### config.mk
export PLATFORM = sky130hd
export DESIGN_NAME = down_counter_load
export DESIGN_NICKNAME = d
export VERILOG_FILES = /design/src/rtl/down_counter_pkg.sv /design/src/rtl/down_counter_load.sv
export SDC_FILE = /design/constraint.sdc
export NUM_CORES = 1
export LEC_CHECK = 0
export BUFFER_PORTS_ARGS = -buffer_cell sky130_fd_sc_hd__buf_2
export CAP_MARGIN = 15
export CORE_MARGIN = 3
export CORE_UTILIZATION = 45
export DETAILED_ROUTE_END_ITERATION = 16
export PLACE_DENSITY = 0.76
export SYNTH_ARGS = -nofsm -noshare
export SYNTH_HDL_FRONTEND = slang
export SYNTH_SLANG_ARGS = --single-unit
### constraint.sdc
create_clock -name clk -period 1.88 [get_ports clk]
set_clock_uncertainty 0.2 [all_clocks]
set_input_delay 0.282 -clock clk [delete_from_list [all_inputs] [get_ports clk]]
set_output_delay 0.282 -clock clk [all_outputs]
set_load 0.05 [all_outputs]
### src/rtl/down_counter_pkg.sv
// down_counter_pkg: FSM state encoding and default width shared by down_counter_load.
package down_counter_pkg;
    localparam int DEFAULT_WIDTH = 8;
    typedef enum logic [1:0] {
        IDLE = 2'd0,
        RUN  = 2'd1,
        DONE = 2'd2
    } state_e;
endpackage

### src/rtl/down_counter_load.sv
// down_counter_load: loadable down counter with IDLE/RUN/DONE FSM and one-cycle terminal-count pulse.
// Define DOWN_COUNTER_RELOAD_EN to auto-reload the last loaded value instead of stopping in DONE.
module down_counter_load
    import down_counter_pkg::*;
#(
    parameter int WIDTH = DEFAULT_WIDTH
) (
    input  logic             clk,
    input  logic             rst,
    input  logic             load,
    input  logic [WIDTH-1:0] data,
    input  logic             en,
    output logic [WIDTH-1:0] count,
    output logic             tc,
    output logic             done
);
    state_e           state_q, state_d;
    logic [WIDTH-1:0] count_q, count_d;
    logic             tc_q, tc_d;
    logic             step;
    logic             last_step;
`ifdef DOWN_COUNTER_RELOAD_EN
    logic [WIDTH-1:0] reload_q, reload_d;
`endif

    // a pending load always beats the enabled decrement, including the 1->0 step
    assign step      = !load && en && state_q == RUN;
    assign last_step = step && count_q == WIDTH'(1);

    always_comb begin
        state_d = state_q;
        if (load)
            state_d = (data == '0) ? DONE : RUN;
        else if (last_step)
`ifdef DOWN_COUNTER_RELOAD_EN
            state_d = RUN;
`else
            state_d = DONE;
`endif
    end

    always_comb begin
        count_d = count_q;
        tc_d    = 1'b0;
        if (load) begin
            count_d = data;
        end else if (last_step) begin
            tc_d = 1'b1;
`ifdef DOWN_COUNTER_RELOAD_EN
            count_d = reload_q;
`else
            count_d = '0;
`endif
        end else if (step && count_q > WIDTH'(1)) begin
            count_d = count_q - WIDTH'(1);
        end
    end

`ifdef DOWN_COUNTER_RELOAD_EN
    assign reload_d = (load && data != '0) ? data : reload_q;
`endif

    always_ff @(posedge clk) begin
        if (rst) begin
            state_q  <= IDLE;
            count_q  <= '0;
            tc_q     <= 1'b0;
`ifdef DOWN_COUNTER_RELOAD_EN
            reload_q <= '0;
`endif
        end else begin
            state_q  <= state_d;
            count_q  <= count_d;
            tc_q     <= tc_d;
`ifdef DOWN_COUNTER_RELOAD_EN
            reload_q <= reload_d;
`endif
        end
    end

    assign count = count_q;
    assign tc    = tc_q;
    assign done  = state_q == DONE;
endmodule

==> results of run 1 <==
==> through the flow <==
stage	cells	setup TNS, ns	hold slack (ns)
6_report	132	0	0.109
5_1_grt	132	-0.00737	0.124
4_1_cts	132	0	0.121
3_5_place_dp	128	0	0.277
3_3_place_gp	128	0	0.272
2_1_floorplan	89	0	0.254
==> state kept, by name (all words and copies together) (netlist names) <==
| name | count |
|---|---|
| count | 8 |
| tc | 1 |
| state_q | 2 |
==> timing repair <==
action                                  4_1_cts  5_1_grt
gates resized for setup                       0        7
endpoints found under the setup margin        0        3
hold buffers                                  0        0
==> layout by cell type, fill, tap and decap left out, types with 4 or more instances in the layout <==
cell / netlist / layout
o21ai_0: 4 / 4
buf_4: 1 / 5
dfxtp_1: 11 / 5
buf_2: 1 / 21
nand2_1: 7 / 7
inv_1: 7 / 6
nor3_1: 4 / 4
a21oi_1: 7 / 7
dfxtp_2: 0 / 4
==> worst min-delay path: stages <==
cell and delay, ns:
buf_2 0.09, a32oi_2 0.06, o32ai_2 0.11
==> layout make-up <==
class,count,area (um2),area share
sequential,11,233,0.232
multi-input combinational,67,533,0.532
timing repair buffer,27,163,0.163
inverter,7,26.3,0.0263
clock buffer,4,26.3,0.0263
tap,16,20.0,0.0200
==> routing by layer <==
layer  routed length, um  global-route usage  vias up
met5                   0                   0        -
met4                  72               0.127        0
met3                 145              0.0460       12
met2                1060               0.321       42
met1                 967               0.285      404
li1                    -                   -      407
==> how the worst max path moves through the flow <==
stage                   from  endpoint  slack, ns
CTS                 count[0]  count[4]       0.02
floorplan           count[3]  count[7]     0.0007
global route        count[1]  count[4]     -0.007
global placement        load  count[7]       0.09
finish              count[1]  count[4]       0.04
detailed placement  count[0]  count[4]       0.05
==> where the power goes <==
part / leakage [nW] / internal [mW] / switching, mW
sequential: 0.0934 / 0.251 / 0.0269
clock: 0.0150 / 0.0822 / 0.0909
combinational: 0.305 / 0.115 / 0.167
==> cell families (layout without fill, tap and decap cells) <==
| group | after synthesis | in the layout | synth area share |
|---|---|---|---|
| compound gates | 31 | 31 | 0.307 |
| fa+ha+maj | 2 | 2 | 0.0325 |
| buf+inv | 11 | 38 | 0.0601 |
| simple gates | 33 | 33 | 0.302 |
| flops | 11 | 11 | 0.286 |
| mux | 1 | 1 | 0.0130 |
==> impl_metrics.csv, run 1 <==
group,metric,value,unit
setup_path,r2r_start,"count[1]",
setup_path,cpPeakStageDelay,0.42,ns
setup_path,slowest_stage,"or4_4",
synth,yosysSeqAreaShare,0.286,
synth,synth_top_area_share,0.286,
synth,synthArstFlopShare,0,
pwr,p_total,733,uW
routing,drc,0,
min_path,hold_path.class,"in2reg",
setup_path,crit_chain,"inv_1, ha_2, or3b_4, or4_4, o32ai_2",
global_routing,grt_pass1_vias,737,
layout,final_util,0.642,
setup_path,cp-end-kind,"register",
setup_path,r2r-end,"count[4]",
place,pre_cts_ws,0.0488,ns
pwr,vdd_drop_max,0.404,mV
global_routing,track_usage,0.216,
synth,yosys-top-cells-count,"dfxtp_1, a21oi_1, inv_1, nand2_1",
synth,yosysUniqueCellTypes,41,
synth,synthTopCellsByArea,"dfxtp_1, a21oi_1, nand4bb_4",
synth,yosysMostFrequentCell,"dfxtp_1",
clocking,clock_latency,0.27,ns
routing,drt_iter0_drc,59,
place,detailed_place_hpwl,1610,um
setup_path,worst-path-max-fanout,5,
timing,finalMaxSlewViolations,0,
global_routing,grt_max_degree,17,
routing,vias,865,
timing,setup-violations-final,0,
clocking,root_buffer,"clkbuf_4",
job,maxCapViolCount,0,
synth,synth_area_leader_cell,"dfxtp_1",
floorplan,dieArea,2250,um2
floorplan,io_pins,22,
synth,synth-edff-count,0,
floorplan,fp.dieH,47.4,um
setup_path,reg2reg_setup_slack,0.04,ns
timing,post-route-period-util,0.981,
timing,final_hold_viol_count,0,
synth,yosysWarnings,0,
status,status,"finished clean",
timing,timing.slew.headroom,0.692,
min_path,min_from,"data[7]",
layout,diodes,0,
layout,fin_nets,131,
place,placed_area,946,um2
clocking,cts.sinks,11,
layout,fin_area,1000,um2
layout,fillers,148,
clocking,postCtsSetupRepairBufs,0,
timing,setup_ws,0.0354,ns
place,place_congestion,0.795,
clocking,cts.clk_slew.worst_paths,0.08,ns
timing,finalCriticalPeriod,1.84,ns
routing,routedWlPerCell,17.0,um
global_routing,antenna_found_initial,0,
min_path,hold_path_end,"count[7]",
clocking,cts_buffers,3,
setup_path,cpLargestDelayFamily,"simple AND/OR/NAND/NOR gates",
synth,syn_area,771,um2
clocking,htree_levels,1,
setup_path,arrival,1.83,ns
routing,final_antenna_net_count,0,
synth,synth_cells,89,
routing,first_pass_iters,4,
synth,ys.flop_type,"dfxtp_1",
clocking,cts_max_path_buffers,2,
setup_path,rr_worst_depth,5,
synth,syn-num-nets,103,
timing,clock.fmax,542,MHz
floorplan,die_w,47.4,um
place,port_buffers,21,
setup_path,path_depth,5,
setup_path,path_class,"reg2reg",
layout,syn_to_final_growth,29.9,%
setup_path,cp-start-kind,"register",
clocking,cts_tree,"done",
global_routing,grt_pass1_wl,3380,um
floorplan,core_area,1560,um2
floorplan,row_count,14,
synth,synth_area_per_cell,8.66,um2
setup_path,path_buf_inv,1,
floorplan,start_util,0.494,
routing,avgViaCountPerCell,6.55,
pwr,power_density,732,nW/um2
min_path,hold_path_depth,3,
pwr,power_leakage,0.413,nW
layout,drive_gt1_frac,0.422,
routing,drt_wl_total,2250,um
synth,ys_ff_latch,11,
global_routing,gr-total-overflow,0,
setup_path,crit_required,1.87,ns
timing,max_slew.worst_pin.slew,0.463,ns
Note: power is estimated with default switching activity, not from simulation.
==> inputs of run 2 (changes only) <==
REMOVE_ABC_BUFFERS = 1   (was not set)
==> run 2 against run 1 <==
Compared with the run above: non-clock buffer count grew 2; power fell by 4.7%; clock power fell by 5%; worst setup slack gained 0.048 ns; sequential power fell by 2%; combinational power is 7.8% lower; register-to-register slack improved by 0.05 ns; maximum frequency up 2.7%; first-iteration DRC count down 46%; highest routed layer unchanged; die area is the same; hold slack worse by 0.0020 ns; sequential cell count did not move.
==> impl_metrics.csv, run 2 (synthesis results as in run 1) <==
group,metric,value,unit
status,status,"finished clean",
routing,final_antenna_net_count,0,
global_routing,antenna_found_initial,0,
setup_path,worst-path-max-fanout,5,
clocking,cts.sinks,11,
place,place_congestion,0.833,
routing,drc,0,
global_routing,track_usage,0.202,
pwr,vdd_drop_max,0.488,mV
timing,finalCriticalPeriod,1.80,ns
timing,post-route-period-util,0.956,
timing,timing.slew.headroom,0.728,
layout,final_common_cell,"buf_2",
layout,syn_to_final_growth,25.3,%
routing,drt_wl_total,2050,um
pwr,power_leakage,0.409,nW
min_path,hold_path.class,"in2reg",
place,port_buffers,21,
clocking,clock_latency,0.27,ns
pwr,power_density,723,nW/um2
layout,diodes,0,
layout,drive_gt1_frac,0.339,
layout,fin_nets,133,
place,detailed_place_hpwl,1610,um
global_routing,grt_pass1_wl,3220,um
floorplan,core_area,1560,um2
floorplan,row_count,14,
setup_path,cp-start-kind,"register",
timing,max_slew.worst_pin.slew,0.408,ns
timing,clock.fmax,557,MHz
timing,rsz0062_at_grt,"no",
global_routing,grt_max_degree,18,
clocking,root_buffer,"clkbuf_4",
layout,final_util,0.620,
timing,finalMaxSlewViolations,0,
routing,avgViaCountPerCell,6.15,
floorplan,fp.dieH,47.4,um
layout,fillers,147,
timing,whs,0.107,ns
setup_path,path_class,"reg2reg",
floorplan,dieArea,2250,um2
clocking,cts_max_path_buffers,2,
clocking,cts_buffers,3,
floorplan,io_pins,22,
layout,largest_register_ffs,8,
global_routing,gr-total-overflow,0,
layout,final_cell_mix,"buf_2, dfxtp_1, buf_4",
layout,stdcell_count,134,
timing,setup-violations-final,0,
clocking,htree_levels,1,
setup_path,arrival,1.78,ns
routing,drt_iter0_drc,32,
timing,final_hold_viol_count,0,
clocking,ctsHoldBuffers,0,
floorplan,die_w,47.4,um
job,maxCapViolCount,0,
global_routing,grt_pass1_vias,709,
routing,routedWlPerCell,15.3,um
place,post-place-cells,130,
setup_path,cp-end-kind,"register",
routing,first_pass_iters,4,
setup_path,crit_required,1.86,ns
clocking,cts_tree,"done",
routing,vias,824,
clocking,cts.clk_slew.worst_paths,0.07,ns
floorplan,start_util,0.494,
run 2: cell count changes in the layout (fill, tap and decap cells not counted), moves of 2 or more:
cell,before,now
dfxtp_1,5,10
buf_4,5,8
dfxtp_2,4,1
dfxtp_4,2,0
run 2: area by class of cell:
| class | count | area (um2) | area share |
|---|---|---|---|
| timing repair buffer | 29 | 165 | 0.171 |
| inverter | 7 | 26.3 | 0.0272 |
| clock buffer | 4 | 26.3 | 0.0272 |
| tap | 16 | 20.0 | 0.0207 |
| sequential | 11 | 221 | 0.229 |
| multi-input combinational | 67 | 507 | 0.525 |
run 2: report_power, final:
part / internal [mW] / switching, mW
Combinational: 0.101 / 0.159
Sequential: 0.250 / 0.0229
Clock: 0.0822 / 0.0830
run 2: what timing repair did:
action,CTS,global route
gates resized for setup,0,2
setup buffers,0,0
endpoints found under the setup margin,0,2
run 2: worst max-delay path: stages (launching register included):
cell	delay, ns
dfxtp_2	0.34
inv_1	0.08
ha_2	0.20
or3b_1	0.38
or4_1	0.40
o32ai_1	0.11
run 2: per-stage QoR:
stage	instance area, um2	worst slack, ns	total power [mW]	setup TNS, ns
after floorplan	751	-0.180	0.442	-0.605
after global placement	936	0.126	0.529	0
after detailed placement	936	0.0831	0.534	0
after CTS	962	0.0637	0.698	0
after global routing	966	0.00520	0.736	0
final	966	0.0835	0.698	0
run 2: metal layers:
metal | GRT usage | vias to the layer above | wire (um)
met3 | 0.0690 | 2 | 113
li1 | - | 413 | -
met4 | 0.0331 | 0 | 11
met2 | 0.310 | 24 | 983
met5 | 0 | - | 0
met1 | 0.278 | 385 | 942
run 2: worst paths after layout:
path,startpoint,endpoint,slack (ns),depth (start not counted)
setup / recovery,count[1],count[4],0.08,5
hold / removal,data[5],count[5],0.11,3
hold reg to reg,state_q[1],state_q[1],0.29,2
setup reg to reg,count[1],count[4],0.08,5
==> inputs of run 3 (changes only) <==
CORE_UTILIZATION = 53   (was 45)
PLACE_DENSITY = 0.92   (was 0.76)
clock period = 2.1 ns   (was 1.88 ns; I/O delays follow)
==> run 3 against run 2 <==
Compared with the run above: hold slack improved by 0.051 ns; sequential cell count unchanged; critical path depth increased by 1; final cell count decreased by 3.7%; global-route usage increased by 0.94 points; clock-buffer cell count unchanged.
==> impl_metrics.csv, run 3 (synthesis results as in run 1) <==
group,metric,value,unit
timing,setup_ws,0.226,ns
routing,vias,854,
routing,routedWlPerCell,15.5,um
global_routing,gr-total-overflow,0,
routing,drc,0,
layout,syn_to_final_growth,20.8,%
floorplan,io_pins,22,
job,maxCapViolCount,0,
floorplan,dieArea,1950,um2
setup_path,cp-end-kind,"register",
place,pre_cts_ws,0.220,ns
timing,finalCriticalPeriod,1.87,ns
layout,final_common_cell,"buf_2",
place,place_congestion,0.877,
timing,whs,0.158,ns
timing,finalMaxSlewViolations,0,
place,port_buffers,21,
routing,drt_wl_total,2000,um
floorplan,core_area,1330,um2
clocking,root_buffer,"clkbuf_4",
layout,fillers,109,
timing,post-route-period-util,0.893,
clocking,cts_buffers,3,
timing,tns,0,ns
global_routing,grt_pass1_vias,757,
place,placed_area,905,um2
clocking,ctsHoldBuffers,0,
global_routing,antenna_found_initial,0,
layout,stdcell_count,129,
layout,fin_area,931,um2
clocking,cts.clk_slew.worst_paths,0.08,ns
layout,drive_gt1_frac,0.298,
layout,largest_register_ffs,8,
routing,drt_iter0_drc,34,
global_routing,grt_pass1_wl,3140,um
clocking,htree_levels,1,
status,status,"finished clean",
timing,final_hold_viol_count,0,
timing,max_slew.worst_pin.slew,0.451,ns
clocking,cts_resized,0,
layout,final_cell_mix,"buf_2, dfxtp_1, inv_1, nand2_1, a21oi_1",
routing,avgViaCountPerCell,6.62,
setup_path,cp-start-kind,"register",
floorplan,row_count,13,
setup_path,path_class,"reg2reg",
global_routing,grt_max_degree,20,
clocking,cts_tree,"done",
timing,setup-violations-final,0,
routing,final_antenna_net_count,0,
global_routing,track_usage,0.212,
routing,first_pass_iters,4,
floorplan,die_w,44.1,um
floorplan,fp.dieH,44.1,um
min_path,hold_path.class,"in2reg",
clocking,cts.sinks,11,
place,detailed_place_hpwl,1480,um
setup_path,crit_required,2.06,ns
setup_path,worst-path-max-fanout,8,
setup_path,arrival,1.83,ns
pwr,power_leakage,0.389,nW
timing,clock.fmax,533,MHz
pwr,power_density,662,nW/um2
pwr,vdd_drop_max,0.460,mV
place,post-place-cells,125,
clocking,cts_max_path_buffers,2,
clocking,postCtsSetupRepairBufs,0,
layout,diodes,0,
floorplan,start_util,0.578,
timing,rsz0062_at_grt,"no",
layout,fin_nets,129,
clocking,clock_latency,0.27,ns
timing,timing.slew.headroom,0.696,
## run 3: cell count changes in the layout (fill, tap and decap cells not counted), sizes merged
cell  before  now
buf       29   25
## run 3: power breakdown
group	switching [mW]	internal, mW	leakage (nW)
clock	0.0737	0.0734	0.0150
combinational	0.138	0.0839	0.283
sequential	0.0234	0.223	0.0907
## run 3: final cells by class
class	count	area (um2)	area share
inverter	7	26.3	0.0282
timing repair buffer	25	135	0.145
sequential	11	220	0.237
tap	15	18.8	0.0202
clock buffer	4	26.3	0.0282
multi-input combinational	67	504	0.542
## run 3: worst paths after layout
| kind | from | to | slack (ns) | depth (start not counted) |
|---|---|---|---|---|
| worst max register to register | count[0] | count[2] | 0.23 | 6 |
| worst max-delay path | count[0] | count[2] | 0.23 | 6 |
| worst min-delay path | data[5] | count[5] | 0.16 | 3 |
| worst min register to register | state_q[1] | state_q[1] | 0.29 | 2 |
## run 3: critical path: stages (launching register included)
cell     delay (ns)
dfxtp_1        0.43
inv_1          0.09
ha_1           0.23
buf_4          0.17
a41oi_1        0.29
nor4_1         0.09
a211o_1        0.28
## run 3: through the flow
step	power (mW)	util
finish	0.616	0.698
global route	0.646	0.698
CTS	0.615	0.698
detailed placement	0.469	0.678
global placement	0.466	0.678
floorplan	0.395	-
## run 3: routing by layer
metal / vias to the layer above / wire, um / global-route usage
met5: - / 0 / 0
met2: 45 / 950 / 0.358
met1: 398 / 836 / 0.268
met3: 4 / 197 / 0.0366
li1: 407 / - / -
met4: 0 / 16 / 0.0783
